[config.mk]
export PLATFORM = sky130hd
export DESIGN_NAME = vga_timing_gen_flat
export DESIGN_NICKNAME = d
export VERILOG_FILES = /design/src/rtl/vga_pkg.sv /design/src/rtl/vga_timing_gen_if.sv /design/src/rtl/vga_axis_counter.sv /design/src/rtl/vga_timing_gen.sv /design/src/flat_wrapper.sv
export SDC_FILE = /design/constraint.sdc
export NUM_CORES = 1
export LEC_CHECK = 0
export CORE_MARGIN = 2
export CORE_UTILIZATION = 39
export CTS_CLUSTER_DIAMETER = 120
export CTS_CLUSTER_SIZE = 8
export DETAILED_ROUTE_END_ITERATION = 6
export PLACE_DENSITY_LB_ADDON = 0.2
export RECOVER_POWER = 25
export SLEW_MARGIN = 25
export SYNTH_ARGS = -nofsm -noshare
export SYNTH_HDL_FRONTEND = slang
export SYNTH_HIERARCHICAL = 1
export SYNTH_SLANG_ARGS = --single-unit
[constraint.sdc]
create_clock -name clk -period 2.15 [get_ports clk]
set_input_delay 0.215 -clock clk [delete_from_list [all_inputs] [get_ports clk]]
set_output_delay 0.215 -clock clk [all_outputs]
set_load 0.005 [all_outputs]
[src/rtl/vga_pkg.sv]
// vga_pkg: shared timing defaults, totals helpers and the 12-bit colour type
// used by the VGA timing generator and its axis counters.
package vga_pkg;

  localparam int unsigned H_VISIBLE_DEF = 640;
  localparam int unsigned H_FP_DEF      = 16;
  localparam int unsigned H_SYNC_DEF    = 96;
  localparam int unsigned H_BP_DEF      = 48;
  localparam int unsigned V_VISIBLE_DEF = 480;
  localparam int unsigned V_FP_DEF      = 10;
  localparam int unsigned V_SYNC_DEF    = 2;
  localparam int unsigned V_BP_DEF      = 33;

  typedef struct packed {
    logic [3:0] r;
    logic [3:0] g;
    logic [3:0] b;
  } rgb12_t;

  function automatic int unsigned h_total(input int unsigned vis, input int unsigned fp,
                                          input int unsigned sync, input int unsigned bp);
    return vis + fp + sync + bp;
  endfunction

  function automatic int unsigned v_total(input int unsigned vis, input int unsigned fp,
                                          input int unsigned sync, input int unsigned bp);
    return vis + fp + sync + bp;
  endfunction

  // Counter width able to hold 0..n-1; never narrower than one bit.
  function automatic int unsigned cnt_width(input int unsigned n);
    return (n > 1) ? $clog2(n) : 1;
  endfunction

endpackage

[src/rtl/vga_timing_gen_if.sv]
// vga_timing_gen_if: link between the timing generator and a pixel source.
//   pxl_x/pxl_y : pixel coordinate offered to the source (0 during blanking)
//   Red/Green/Blue/Draw : the source's combinational reply for that coordinate
// master = timing generator, slave = pixel source.
interface vga_timing_gen_if;
  logic [31:0] pxl_x;
  logic [31:0] pxl_y;
  logic [3:0]  Red;
  logic [3:0]  Green;
  logic [3:0]  Blue;
  logic        Draw;

  modport master (output pxl_x, pxl_y, input Red, Green, Blue, Draw);
  modport slave  (input pxl_x, pxl_y, output Red, Green, Blue, Draw);
endinterface

[src/rtl/vga_axis_counter.sv]
// vga_axis_counter: one raster axis (horizontal or vertical).
//   clk, resetN : clock, asynchronous active-low reset
//   adv         : advance by one position this clock
//   cnt         : current position 0..TOTAL-1
//   wrap        : cnt is at TOTAL-1 (the next advance returns to 0)
//   in_sync     : cnt lies in [SYNC_START, SYNC_START+SYNC_LEN-1]
module vga_axis_counter
  import vga_pkg::*;
#(
  parameter int unsigned TOTAL      = 800,
  parameter int unsigned SYNC_START = 656,
  parameter int unsigned SYNC_LEN   = 96,
  parameter int unsigned W          = cnt_width(TOTAL)
) (
  input  logic         clk,
  input  logic         resetN,
  input  logic         adv,
  output logic [W-1:0] cnt,
  output logic         wrap,
  output logic         in_sync
);

  logic [W-1:0] cnt_q, cnt_d;
  logic [31:0]  cnt_ext;

  assign cnt_ext = 32'(cnt_q);
  assign cnt     = cnt_q;
  assign wrap    = (cnt_ext == TOTAL - 1);
  // Compared at 32 bits: SYNC_START+SYNC_LEN may equal TOTAL, which need not fit in W.
  assign in_sync = (cnt_ext >= SYNC_START) && (cnt_ext < SYNC_START + SYNC_LEN);

  always_comb begin
    cnt_d = cnt_q;
    if (adv) begin
      cnt_d = wrap ? '0 : cnt_q + 1'b1;
    end
  end

  always_ff @(posedge clk or negedge resetN) begin
    if (!resetN) begin
      cnt_q <= '0;
    end else begin
      cnt_q <= cnt_d;
    end
  end

endmodule

[src/rtl/vga_timing_gen.sv]
// vga_timing_gen: VGA raster timing plus registered colour/sync output stage.
//   clk, resetN       : board clock, asynchronous active-low reset
//   src (master)      : pxl_x/pxl_y out to the pixel source, Red/Green/Blue/Draw back
//   vga_r/g/b         : registered colour to the DAC
//   vga_hs/vga_vs     : registered syncs, aligned with the colour
//   visible           : current coordinate is inside the active area
//   frame_start       : one-clock pulse in the pixel-enable clock of pixel (0,0)
// Each pixel lasts CLK_DIV clocks; the source reply is captured on the last
// clock of the pixel, so the pins lag pxl_x/pxl_y by exactly one pixel.
module vga_timing_gen
  import vga_pkg::*;
#(
  parameter int unsigned H_VISIBLE   = H_VISIBLE_DEF,
  parameter int unsigned H_FP        = H_FP_DEF,
  parameter int unsigned H_SYNC      = H_SYNC_DEF,
  parameter int unsigned H_BP        = H_BP_DEF,
  parameter int unsigned V_VISIBLE   = V_VISIBLE_DEF,
  parameter int unsigned V_FP        = V_FP_DEF,
  parameter int unsigned V_SYNC      = V_SYNC_DEF,
  parameter int unsigned V_BP        = V_BP_DEF,
  parameter logic        SYNC_ACTIVE = 1'b0,
  parameter int unsigned CLK_DIV     = 2,
  parameter logic [11:0] BG_COLOR    = 12'h000
) (
  input  logic              clk,
  input  logic              resetN,
  vga_timing_gen_if.master  src,
  output logic [3:0]        vga_r,
  output logic [3:0]        vga_g,
  output logic [3:0]        vga_b,
  output logic              vga_hs,
  output logic              vga_vs,
  output logic              visible,
  output logic              frame_start
);

  localparam int unsigned H_TOTAL = h_total(H_VISIBLE, H_FP, H_SYNC, H_BP);
  localparam int unsigned V_TOTAL = v_total(V_VISIBLE, V_FP, V_SYNC, V_BP);
  localparam int unsigned HW      = cnt_width(H_TOTAL);
  localparam int unsigned VW      = cnt_width(V_TOTAL);
  localparam int unsigned DW      = cnt_width(CLK_DIV);

  // Pixel-clock divider; with CLK_DIV=1 the counter is stuck at 0 and pix_en is always high.
  logic [DW-1:0] div_cnt_q, div_cnt_d;
  logic          pix_en;

  assign pix_en = (32'(div_cnt_q) == CLK_DIV - 1);

  always_comb begin
    div_cnt_d = pix_en ? '0 : div_cnt_q + 1'b1;
  end

  always_ff @(posedge clk or negedge resetN) begin
    if (!resetN) begin
      div_cnt_q <= '0;
    end else begin
      div_cnt_q <= div_cnt_d;
    end
  end

  logic [HW-1:0] h_cnt;
  logic [VW-1:0] v_cnt;
  logic          h_wrap, v_wrap, h_sync, v_sync;

  vga_axis_counter #(
    .TOTAL      (H_TOTAL),
    .SYNC_START (H_VISIBLE + H_FP),
    .SYNC_LEN   (H_SYNC)
  ) u_h_axis (
    .clk     (clk),
    .resetN  (resetN),
    .adv     (pix_en),
    .cnt     (h_cnt),
    .wrap    (h_wrap),
    .in_sync (h_sync)
  );

  vga_axis_counter #(
    .TOTAL      (V_TOTAL),
    .SYNC_START (V_VISIBLE + V_FP),
    .SYNC_LEN   (V_SYNC)
  ) u_v_axis (
    .clk     (clk),
    .resetN  (resetN),
    .adv     (pix_en && h_wrap),
    .cnt     (v_cnt),
    .wrap    (v_wrap),
    .in_sync (v_sync)
  );

  assign visible     = (32'(h_cnt) < H_VISIBLE) && (32'(v_cnt) < V_VISIBLE);
  assign src.pxl_x   = visible ? 32'(h_cnt) : '0;
  assign src.pxl_y   = visible ? 32'(v_cnt) : '0;
  assign frame_start = pix_en && (h_cnt == '0) && (v_cnt == '0);

  // Output stage: colour and both syncs come from the same counter state,
  // so they leave together one pixel later.
  rgb12_t rgb_q, rgb_d;
  logic   hs_q, hs_d, vs_q, vs_d;

  always_comb begin
    rgb_d = rgb_q;
    hs_d  = hs_q;
    vs_d  = vs_q;
    if (pix_en) begin
      if (!visible) begin
        rgb_d = '0;
      end else if (src.Draw) begin
        rgb_d = rgb12_t'({src.Red, src.Green, src.Blue});
      end else begin
        rgb_d = rgb12_t'(BG_COLOR);
      end
      hs_d = h_sync ? SYNC_ACTIVE : ~SYNC_ACTIVE;
      vs_d = v_sync ? SYNC_ACTIVE : ~SYNC_ACTIVE;
    end
  end

  always_ff @(posedge clk or negedge resetN) begin
    if (!resetN) begin
      rgb_q <= '0;
      hs_q  <= ~SYNC_ACTIVE;
      vs_q  <= ~SYNC_ACTIVE;
    end else begin
      rgb_q <= rgb_d;
      hs_q  <= hs_d;
      vs_q  <= vs_d;
    end
  end

  assign vga_r  = rgb_q.r;
  assign vga_g  = rgb_q.g;
  assign vga_b  = rgb_q.b;
  assign vga_hs = hs_q;
  assign vga_vs = vs_q;

  // v_wrap is part of the axis interface but frame wrap is implied by the counter itself.
  logic unused_v_wrap;
  assign unused_v_wrap = v_wrap;

endmodule
[src/flat_wrapper.sv]
// flat-port wrapper written by rule: the top's interface ports become plain ports
module vga_timing_gen_flat import vga_pkg::*;
#(
  parameter int unsigned H_VISIBLE   = H_VISIBLE_DEF,
  parameter int unsigned H_FP        = H_FP_DEF,
  parameter int unsigned H_SYNC      = H_SYNC_DEF,
  parameter int unsigned H_BP        = H_BP_DEF,
  parameter int unsigned V_VISIBLE   = V_VISIBLE_DEF,
  parameter int unsigned V_FP        = V_FP_DEF,
  parameter int unsigned V_SYNC      = V_SYNC_DEF,
  parameter int unsigned V_BP        = V_BP_DEF,
  parameter logic        SYNC_ACTIVE = 1'b0,
  parameter int unsigned CLK_DIV     = 2,
  parameter logic [11:0] BG_COLOR    = 12'h000
)
  (clk, resetN, vga_r, vga_g, vga_b, vga_hs, vga_vs, visible, frame_start, src_pxl_x, src_pxl_y, src_Red, src_Green, src_Blue, src_Draw);
  vga_timing_gen_if src_i ();
  input  logic clk;
  input  logic resetN;
  output logic [3:0] vga_r;
  output logic [3:0] vga_g;
  output logic [3:0] vga_b;
  output logic vga_hs;
  output logic vga_vs;
  output logic visible;
  output logic frame_start;
  output wire logic [$bits(src_i.pxl_x)-1:0] src_pxl_x;
  output wire logic [$bits(src_i.pxl_y)-1:0] src_pxl_y;
  input wire logic [$bits(src_i.Red)-1:0] src_Red;
  input wire logic [$bits(src_i.Green)-1:0] src_Green;
  input wire logic [$bits(src_i.Blue)-1:0] src_Blue;
  input wire logic [$bits(src_i.Draw)-1:0] src_Draw;
  assign src_pxl_x = src_i.pxl_x;
  assign src_pxl_y = src_i.pxl_y;
  assign src_i.Red = src_Red;
  assign src_i.Green = src_Green;
  assign src_i.Blue = src_Blue;
  assign src_i.Draw = src_Draw;
  vga_timing_gen #(.H_VISIBLE(H_VISIBLE), .H_FP(H_FP), .H_SYNC(H_SYNC), .H_BP(H_BP), .V_VISIBLE(V_VISIBLE), .V_FP(V_FP), .V_SYNC(V_SYNC), .V_BP(V_BP), .SYNC_ACTIVE(SYNC_ACTIVE), .CLK_DIV(CLK_DIV), .BG_COLOR(BG_COLOR)) u_core (.clk(clk), .resetN(resetN), .src(src_i), .vga_r(vga_r), .vga_g(vga_g), .vga_b(vga_b), .vga_hs(vga_hs), .vga_vs(vga_vs), .visible(visible), .frame_start(frame_start));
endmodule
* Yosys cells after proc, flatten, opt, wreduce, memory -nomap -nowiden
Cells that the tools add are included.
** Word-level totals
- Input bits :: 15
- Register bits :: 35
** Cells by class
- Add/sub/neg operators :: 3
- Mux-type cells :: 9
- Eq/ne operators :: 2
- Order comparisons :: 6
- Reductions and logical operators :: 8
** Operators with widths (number)
- 10-bit 2-to-1 mux :: 4
- 12-bit 2-to-1 mux :: 2
- 10-bit by 1-bit adder with 10-bit output, second input constant :: 2
- 10-bit == test, second input constant :: 2
- 10-bit logical NOT :: 2
- 10-bit less-than comparator, second input constant :: 2
- 10-bit by 9-bit less-than comparator with 1-bit output, second input constant :: 2
- 10-bit >= comparator, second input constant :: 1
- 10-bit by 9-bit >= comparator with 1-bit output, second input constant :: 1
- 1-bit logical AND :: 6
- 1-bit 2-to-1 mux :: 3
- 1-bit adder, second input constant :: 1

* Logic depth before layout (Yosys ltp)
Gate-level depths: netlist (run 1).
- Word-level depth :: 3
- Gate-level depth with buffers :: 8
- Mapped depth without buffers :: 7

* Hierarchy
The synthesis (run 1) kept the hierarchy.
** Modules (own cells, without submodules)
- vga_timing_gen :: area an instance 1182.4 um^2, instances 1, cells an instance 125
- vga_axis_counter at u_core.u_h_axis :: area an instance 578.1 um^2, instances 1, cells an instance 60
- vga_axis_counter at u_core.u_v_axis :: area an instance 575.6 um^2, instances 1, cells an instance 59

* Worst setup path before layout (run 1)
Ideal clock, no wire load.
- Kind :: register to register
- From :: register u_core.u_h_axis.cnt_q[5], in the netlist u_core/u_h_axis/cnt[5]
- To :: register u_core.u_v_axis.cnt_q[9], in the netlist u_core/u_v_axis/cnt[9]
- Buffers on the path :: 2
- Stages on the path, launching flop included :: 9
- Slack :: -0.085 ns
- Arrival :: 2.157 ns
- Path through :: dfrtp_1 clkbuf_1 nand4bb_1 nor4_4 and2_1 buf_2 nand3_1 or4_1 a21oi_1
** Between the ends
- Cells in the longest elaborated chain, start to end :: 2
** Ends and longest elaborated chain
- start, declared :: line vga_axis_counter.sv:23 : logic [W-1:0] cnt_q, cnt_d;
- start signal, assigned :: line vga_axis_counter.sv:43 : cnt_q <= cnt_d;
- 10-bit == test :: line vga_axis_counter.sv:28 : assign wrap = (cnt_ext == TOTAL - 1);
- net u_core.h_wrap :: line vga_timing_gen.sv:63 : logic h_wrap, v_wrap, h_sync, v_sync;
- 1-bit logical AND :: line vga_timing_gen.sv:85 : .adv (pix_en && h_wrap),
- end signal, assigned :: line vga_axis_counter.sv:43
- end, declared :: line vga_axis_counter.sv:23
The timed path passes the listed nets, and every way through them passes these cells.
A chain may end at the register's enable or synchronous reset.

* Final worst setup path (run 1)
- From :: register u_core.u_v_axis.cnt_q[5], in the netlist u_core/u_v_axis/cnt[5]
- To :: output port src_pxl_y[1]
** Between the ends
- Cells in the longest elaborated chain, start to end :: 3
** Ends and longest elaborated chain
- 10-bit by 9-bit less-than comparator with 1-bit output :: line vga_timing_gen.sv:91 : assign visible = (32'(h_cnt) < H_VISIBLE) && (32'(v_cnt) < V_VISIBLE);
- 1-bit logical AND :: line vga_timing_gen.sv:91
- 10-bit 2-to-1 mux :: line vga_timing_gen.sv:93 : assign src.pxl_y = visible ? 32'(v_cnt) : '0;
- end, declared :: line flat_wrapper.sv:28 : output wire logic [$bits(src_i.pxl_y)-1:0] src_pxl_y;
Every way passes these cells.

==> results of run 1 <==
## area by class of cell
type | count | area (µm²) | share of cell area, %
clock inverters | 3 | 43.8 | 1.38
inverters | 7 | 26.3 | 0.826
multi-input cells | 192 | 1270 | 40.0
clock buffers | 5 | 68.8 | 2.16
flip-flops and latches | 35 | 888 | 27.9
repair buffers | 84 | 787 | 24.7
well taps | 75 | 93.8 | 2.95
## registers in the layout (all words and copies together), names as in the netlist
register / count
u_core/div_cnt_q: 1
u_core/vga_hs: 1
u_core/vga_r: 4
u_core/vga_g: 4
u_core/u_v_axis/cnt: 10
u_core/vga_vs: 1
u_core/u_h_axis/cnt: 10
u_core/vga_b: 4
## synth_stat cells (2+ instances only)
master / n / share of area, %
a31o_1: 10 / 3.7
o211ai_1: 2 / 0.64
nor3b_1: 3 / 0.96
a31o_2: 2 / 0.75
a21oi_1: 3 / 0.64
nor3_1: 6 / 1.3
nor4_1: 6 / 1.6
buf_4: 45 / 14
dfrtp_1: 33 / 35
xor2_1: 6 / 2.2
nand4_1: 6 / 1.6
buf_2: 7 / 1.5
or4_1: 4 / 1.3
ha_1: 5 / 2.7
o21ai_0: 8 / 1.7
xnor2_1: 2 / 0.75
o31ai_1: 2 / 0.64
and2_1: 17 / 4.6
nor2_1: 3 / 0.48
inv_1: 7 / 1.1
nand2_1: 17 / 2.7
nand3_1: 6 / 1.3
dfstp_2: 2 / 2.2
nand2b_1: 3 / 0.80
o21bai_1: 2 / 0.64
o22ai_1: 2 / 0.54
o21ai_1: 2 / 0.43
nor2b_1: 12 / 3.2
## routing by layer
layer / track usage, % / up-vias / part of all wire (%) / routed length [µm]
li1: - / 919 / - / -
met1: 22.9 / 904 / 44 / 2450
met2: 26.3 / 78 / 46 / 2540
met3: 3.89 / 14 / 6.1 / 338
met4: 6.61 / 0 / 3.1 / 172
met5: 0 / - / 0 / 0
## kinds of logic (layout without fill, tap and decap cells)
| kind of cell | Yosys count | in the layout | synth area share (%) |
|---|---|---|---|
| AND/OR/NAND/NOR | 96 | 96 | 26.6 |
| buffers and inverters | 61 | 99 | 17.7 |
| AO/OA/AOI/OAI | 37 | 37 | 11.8 |
| flip-flops | 35 | 35 | 37.6 |
| XOR/XNOR | 8 | 8 | 3.00 |
| adder cells (fa/ha/maj) | 5 | 5 | 2.68 |
| other | 1 | 45 | 0.161 |
| multiplexers | 1 | 1 | 0.482 |
## path summary, 6_finish.rpt
path | from | end | slack, ns | cells past startpoint
max reg2reg | u_core/u_h_axis/cnt[9] | u_core/u_v_axis/cnt[9] | 0.18 | 8
min in group asynchronous | resetN | u_core/vga_g[3] | 0.58 | 2
min | u_core/vga_hs | u_core/vga_hs | 0.49 | 2
max in group asynchronous | resetN | u_core/u_v_axis/cnt[9] | 0.97 | 2
min reg2reg | u_core/vga_hs | u_core/vga_hs | 0.49 | 2
max | u_core/u_v_axis/cnt[5] | src_pxl_y[1] | 0.04 | 5
## cell usage in the layout, fill, tap and decap left out, types with 3 or more instances in the layout
cell	instances
a31o_1	10
dlymetal6s2s_1	12
nand4_1	6
nor4_4	3
nand2b_1	3
dfrtp_1	25
conb_1	45
nand3_1	5
o21ai_0	8
a21oi_1	3
nor3_1	6
nand2_1	17
nor2_1	3
or4_1	4
ha_1	5
nor2b_1	12
dfrtp_2	8
and2_1	16
nor4_1	4
clkbuf_8	5
inv_1	7
buf_6	3
clkdlybuf4s50_1	35
xor2_1	6
buf_4	31
## power by group
group,total [mW],leakage (nW),switching [mW],internal (mW)
Sequential,0.674,0.441,0.00498,0.669
Combinational,0.100,1.06,0.0467,0.0538
Clock,0.603,0.0581,0.258,0.345
Total,1.38,1.56,0.310,1.07
## worst max-delay path: stages (launching register included)
cell	delay (ns)
dfrtp_2	0.41
a41o_4	0.31
nor2_4	0.12
buf_4	0.14
and2_1	0.12
clkdlybuf4s50_1	0.49
## timing repair
action	CTS	global route
pin swaps	3	5
setup buffers	9	4
resized for setup	8	26
setup endpoints to repair	20	21
==> impl_metrics.yaml, run 1 <==
outcome:
  status: "complete, no violations"
clock_network:
  cts_tree: "yes"
  htreeDepth: 2
  clk_pin_slew_worst_paths_ns: 0.07
  cts.sinks: 35
  cts-buffers-inserted: 5
  worstSkewPairLatency_ns: 0.30
  clockBufferDepth: 2
  hold_buffers: 0
  cts-root-buf: "clkbuf_8"
sta:
  period_minus_slack_ns: 2.11
  hold_viol_final: 0
  layout_setup_ws_ns: 0.0413
  finalSetupViolCount: 0
  tightest_slew_ns: 0.890
  finClkSkew_ns: 0.00889
  max_slew_margin_pct: 40.6
  setup_tns_ns: 0
  max_freq_mhz: 474
  final_max_slew_viol_count: 0
  timing.final.crit_share_pct: 98.1
  rsz0062_at_grt: "true"
  hold_slack_ns: 0.491
worst_setup_path:
  worstPathMaxFanout: 5
  cp.arrival_ns: 1.89
  cp-end-kind: "output port"
  worstPathRequired_ns: 1.93
  crit_type: "flop to output port"
  start_kind: "flop"
placement:
  post-dp-hpwl_mm: 3.75
  dp_cells: 380
  numPortBuffers: 49
  dp_slack_ns: 0.0288
  placed_area_um2: 2880
  routabilityCongestion: 0.829
floorplan:
  dieArea_um2: 6630
  die_width_um: 81.4
  io_pins: 95
  die_h_um: 81.4
  row_count: 28
  start_util_pct: 39.9
  core_um2: 5850
route:
  drc: 0
  drt_iter0_drc: 95
  via_count: 1915
  viasPerCell: 4.78
  postRouteWirelength_mm: 5.51
  ant_nets: 0
  wire_per_inst_um: 13.7
  dr.pass1.iters: 4
worst_hold_path:
  hold_path_class: "flop to flop"
logic_synthesis:
  syn-instance-count: 244
  netlist_area_um2: 2340
  syn_avg_cell_area_um2: 9.57
  synth_ff_type: "dfrtp_1"
  synth_async_sr_flop_share_pct: 100
  ys_seq_area_share_pct: 37.6
  yosys_warnings: 6
  synth_edf_count: 0
  yosys.cell_types.count: 49
  synth-seq-cells: 35
global_routing:
  antenna_found_initial: 0
  grt_pass1_wl_mm: 8.54
  grt_usage_pct: 17.0
  grt.overflow.total: 0
  grt_max_degree: 36
  grt_pass1_vias: 1729
pwr:
  p_total_mw: 1.38
  peakVddDrop_v: 0.000214
  powerDensity_nw_per_um2: 433
  p_leak_nw: 1.56
layout:
  drive_above_1_share_pct: 22.4
  fin_util_pct: 54.4
  n_antenna_cell: 0
  instances_no_fill: 401
  area_delta_synth_final_pct: 36.2
  fill_cells: 530
  final_nets: 345
  finalInstanceArea_um2: 3180
flow_run:
  cap_violations: 0
Note: power is estimated with default switching activity, not from simulation.
==> run 2: changes to the inputs <==
Settings changed: HOLD_SLACK_MARGIN set to 0.05, PLACE_DENSITY set to 0.74, PLACE_DENSITY_LB_ADDON 0.2 to unset.
==> run 2 against run 1 <==
Compared with the run above: setup slack gained 0.013 ns; register-to-register slack lost 0.06 ns; critical path depth stayed put; die area unchanged; final cell count shrank 1.0%; count of clock-buffer cells in the layout is 3 higher; sequential power is essentially flat; cell area shrank 2.5%; sequential share of layout area increased by 0.56 points; largest power group unchanged.
==> impl_metrics.yaml, run 2 (same netlist as run 1, synthesis figures left out) <==
outcome:
  status: "complete, no violations"
worst_setup_path:
  worstPathCellList: "a41o_4, nor2_4, buf_4, and2_1, clkdlybuf4s50_1"
  rr_worst_depth: 7
  cp.arrival_ns: 1.88
  rrSetupSlack_ns: 0.12
  worstPathMaxFanout: 6
  slowest_stage: "clkdlybuf4s50_1"
  timing.rr.end: "u_core/u_v_axis/cnt[9]"
  cpPeakStageDelay_ns: 0.50
  crit_type: "flop to output port"
  reg2reg_from: "u_core/u_h_axis/cnt[0]"
  cp-end-kind: "output port"
  worstPathRequired_ns: 1.93
  start_kind: "flop"
route:
  wire_per_inst_um: 13.3
  drt_iter0_drc: 114
  route.met3.wl_um: 343
  wl_met1_mm: 2.20
  dr.pass1.iters: 4
  drc: 0
  viasPerCell: 4.83
  ant_nets: 0
  dr.max_layer_used: "met4"
  postRouteWirelength_mm: 5.27
  via_count: 1916
  wl_met2_mm: 2.62
sta:
  hold_viol_final: 0
  max_slew_margin_pct: 42.8
  setup_tns_ns: 0
  timing.final.crit_share_pct: 97.5
  hold_slack_ns: 0.501
  rsz0062_at_grt: "false"
  final_max_slew_viol_count: 0
  period_minus_slack_ns: 2.10
  finalSetupViolCount: 0
  tightest_slew_ns: 0.858
  max_freq_mhz: 477
  finClkSkew_ns: 0.00285
pwr:
  peakVddDrop_v: 0.000237
  powerDensity_nw_per_um2: 413
  p_leak_nw: 1.44
layout:
  final_common_cell: "conb_1"
  drive_above_1_share_pct: 19.9
  layout_common_cells: "45 x conb_1, 41 x clkdlybuf4s50_1, 30 x buf_4"
  final_nets: 341
  area_delta_synth_final_pct: 32.8
  n_antenna_cell: 0
  instances_no_fill: 397
global_routing:
  grt.overflow.total: 0
  grt_pass1_wl_mm: 8.01
  grt_usage_pct: 15.9
  grt_pass1_vias: 1756
  grt_max_degree: 36
  antenna_found_initial: 0
floorplan:
  core_um2: 5850
  start_util_pct: 39.9
  die_h_um: 81.4
  io_pins: 95
  dieArea_um2: 6630
  row_count: 28
  die_width_um: 81.4
placement:
  post-dp-hpwl_mm: 3.76
  numPortBuffers: 49
  routabilityCongestion: 0.901
  dp_cells: 382
worst_hold_path:
  whs_path_depth: 2
  min_from: "u_core/vga_vs"
  hold_path_class: "flop to flop"
  min_to: "u_core/vga_vs"
clock_network:
  cts-root-buf: "clkbuf_8"
  cts_tree: "yes"
  worstSkewPairLatency_ns: 0.28
  clk_pin_slew_worst_paths_ns: 0.07
  cts.sinks: 35
  clockBufferDepth: 2
  cts-buffers-inserted: 5
  htreeDepth: 2
flow_run:
  cap_violations: 0
run 2: cell types whose count changed in the layout (fill, tap and decap cells not counted), moves of 3 or more:
cell | before | now
nor4_2 | 0 | 4
dlymetal6s2s_1 | 12 | 6
buf_6 | 3 | 0
dfrtp_2 | 8 | 4
clkdlybuf4s50_1 | 35 | 41
dfrtp_1 | 25 | 29
run 2: cell type report:
class | count | area (µm²)
Fill cell | 522 | 2750
Multi-Input combinational cell | 192 | 1260
Sequential cell | 35 | 883
Timing Repair Buffer | 80 | 734
Clock buffer | 8 | 100
Tap cell | 75 | 93.8
Inverter | 7 | 26.3
run 2: routing by layer:
| metal | vias to the layer above | track usage, % |
|---|---|---|
| met4 | 0 | 6.95 |
| met5 | - | 0 |
| met2 | 86 | 27.6 |
| met1 | 909 | 18.7 |
| met3 | 10 | 3.44 |
| li1 | 911 | - |
run 2: how the worst max path moves through the flow:
stage / start / endpoint / slack [ns] / cells after the start
finish: u_core/u_v_axis/cnt[7] / src_pxl_x[2] / 0.05 / 5
CTS: u_core/u_v_axis/cnt[5] / src_pxl_x[2] / 0.004 / 5
detailed placement: u_core/u_h_axis/cnt[9] / frame_start / 0.08 / 4
global placement: u_core/u_h_axis/cnt[9] / frame_start / 0.13 / 4
global route: u_core/u_v_axis/cnt[8] / src_pxl_y[3] / 0.0004 / 5
floorplan: u_core/u_h_axis/cnt[5] / u_core/u_v_axis/cnt[9] / 0.03 / 8
run 2: what timing repair did:
action / CTS / global route
setup endpoints to repair: 19 / 20
resized for setup: 7 / 10
pin swaps: 2 / 1
buffers inserted: 3 / 4
hold buffers: 0 / 0
cloned: 0 / 0
run 2: worst max-delay path, delay by kind of cell (launching register included):
kind            cells  cell delay (ns)
simple gates        2             0.23
buf+inv             2             0.64
flops               1             0.43
compound gates      1             0.30
run 2: through the flow:
stage / util [%] / power [mW] / setup WS, ns / area [µm²]
4_1_cts: 52.1 / 1.30 / 0.00407 / 3050
2_1_floorplan: - / 0.784 / 0.0252 / 2520
3_3_place_gp: 49.6 / 0.788 / 0.134 / 2900
5_1_grt: 53.0 / 1.35 / 0.000391 / 3100
3_5_place_dp: 49.6 / 0.789 / 0.0774 / 2900
6_report: 53.0 / 1.28 / 0.0548 / 3100
run 2: where the power goes:
group / switching, mW / internal [mW] / total (mW)
Combinational: 0.0468 / 0.0538 / 0.101
Sequential: 0.00510 / 0.670 / 0.675
Clock: 0.214 / 0.292 / 0.506
Total: 0.266 / 1.02 / 1.28
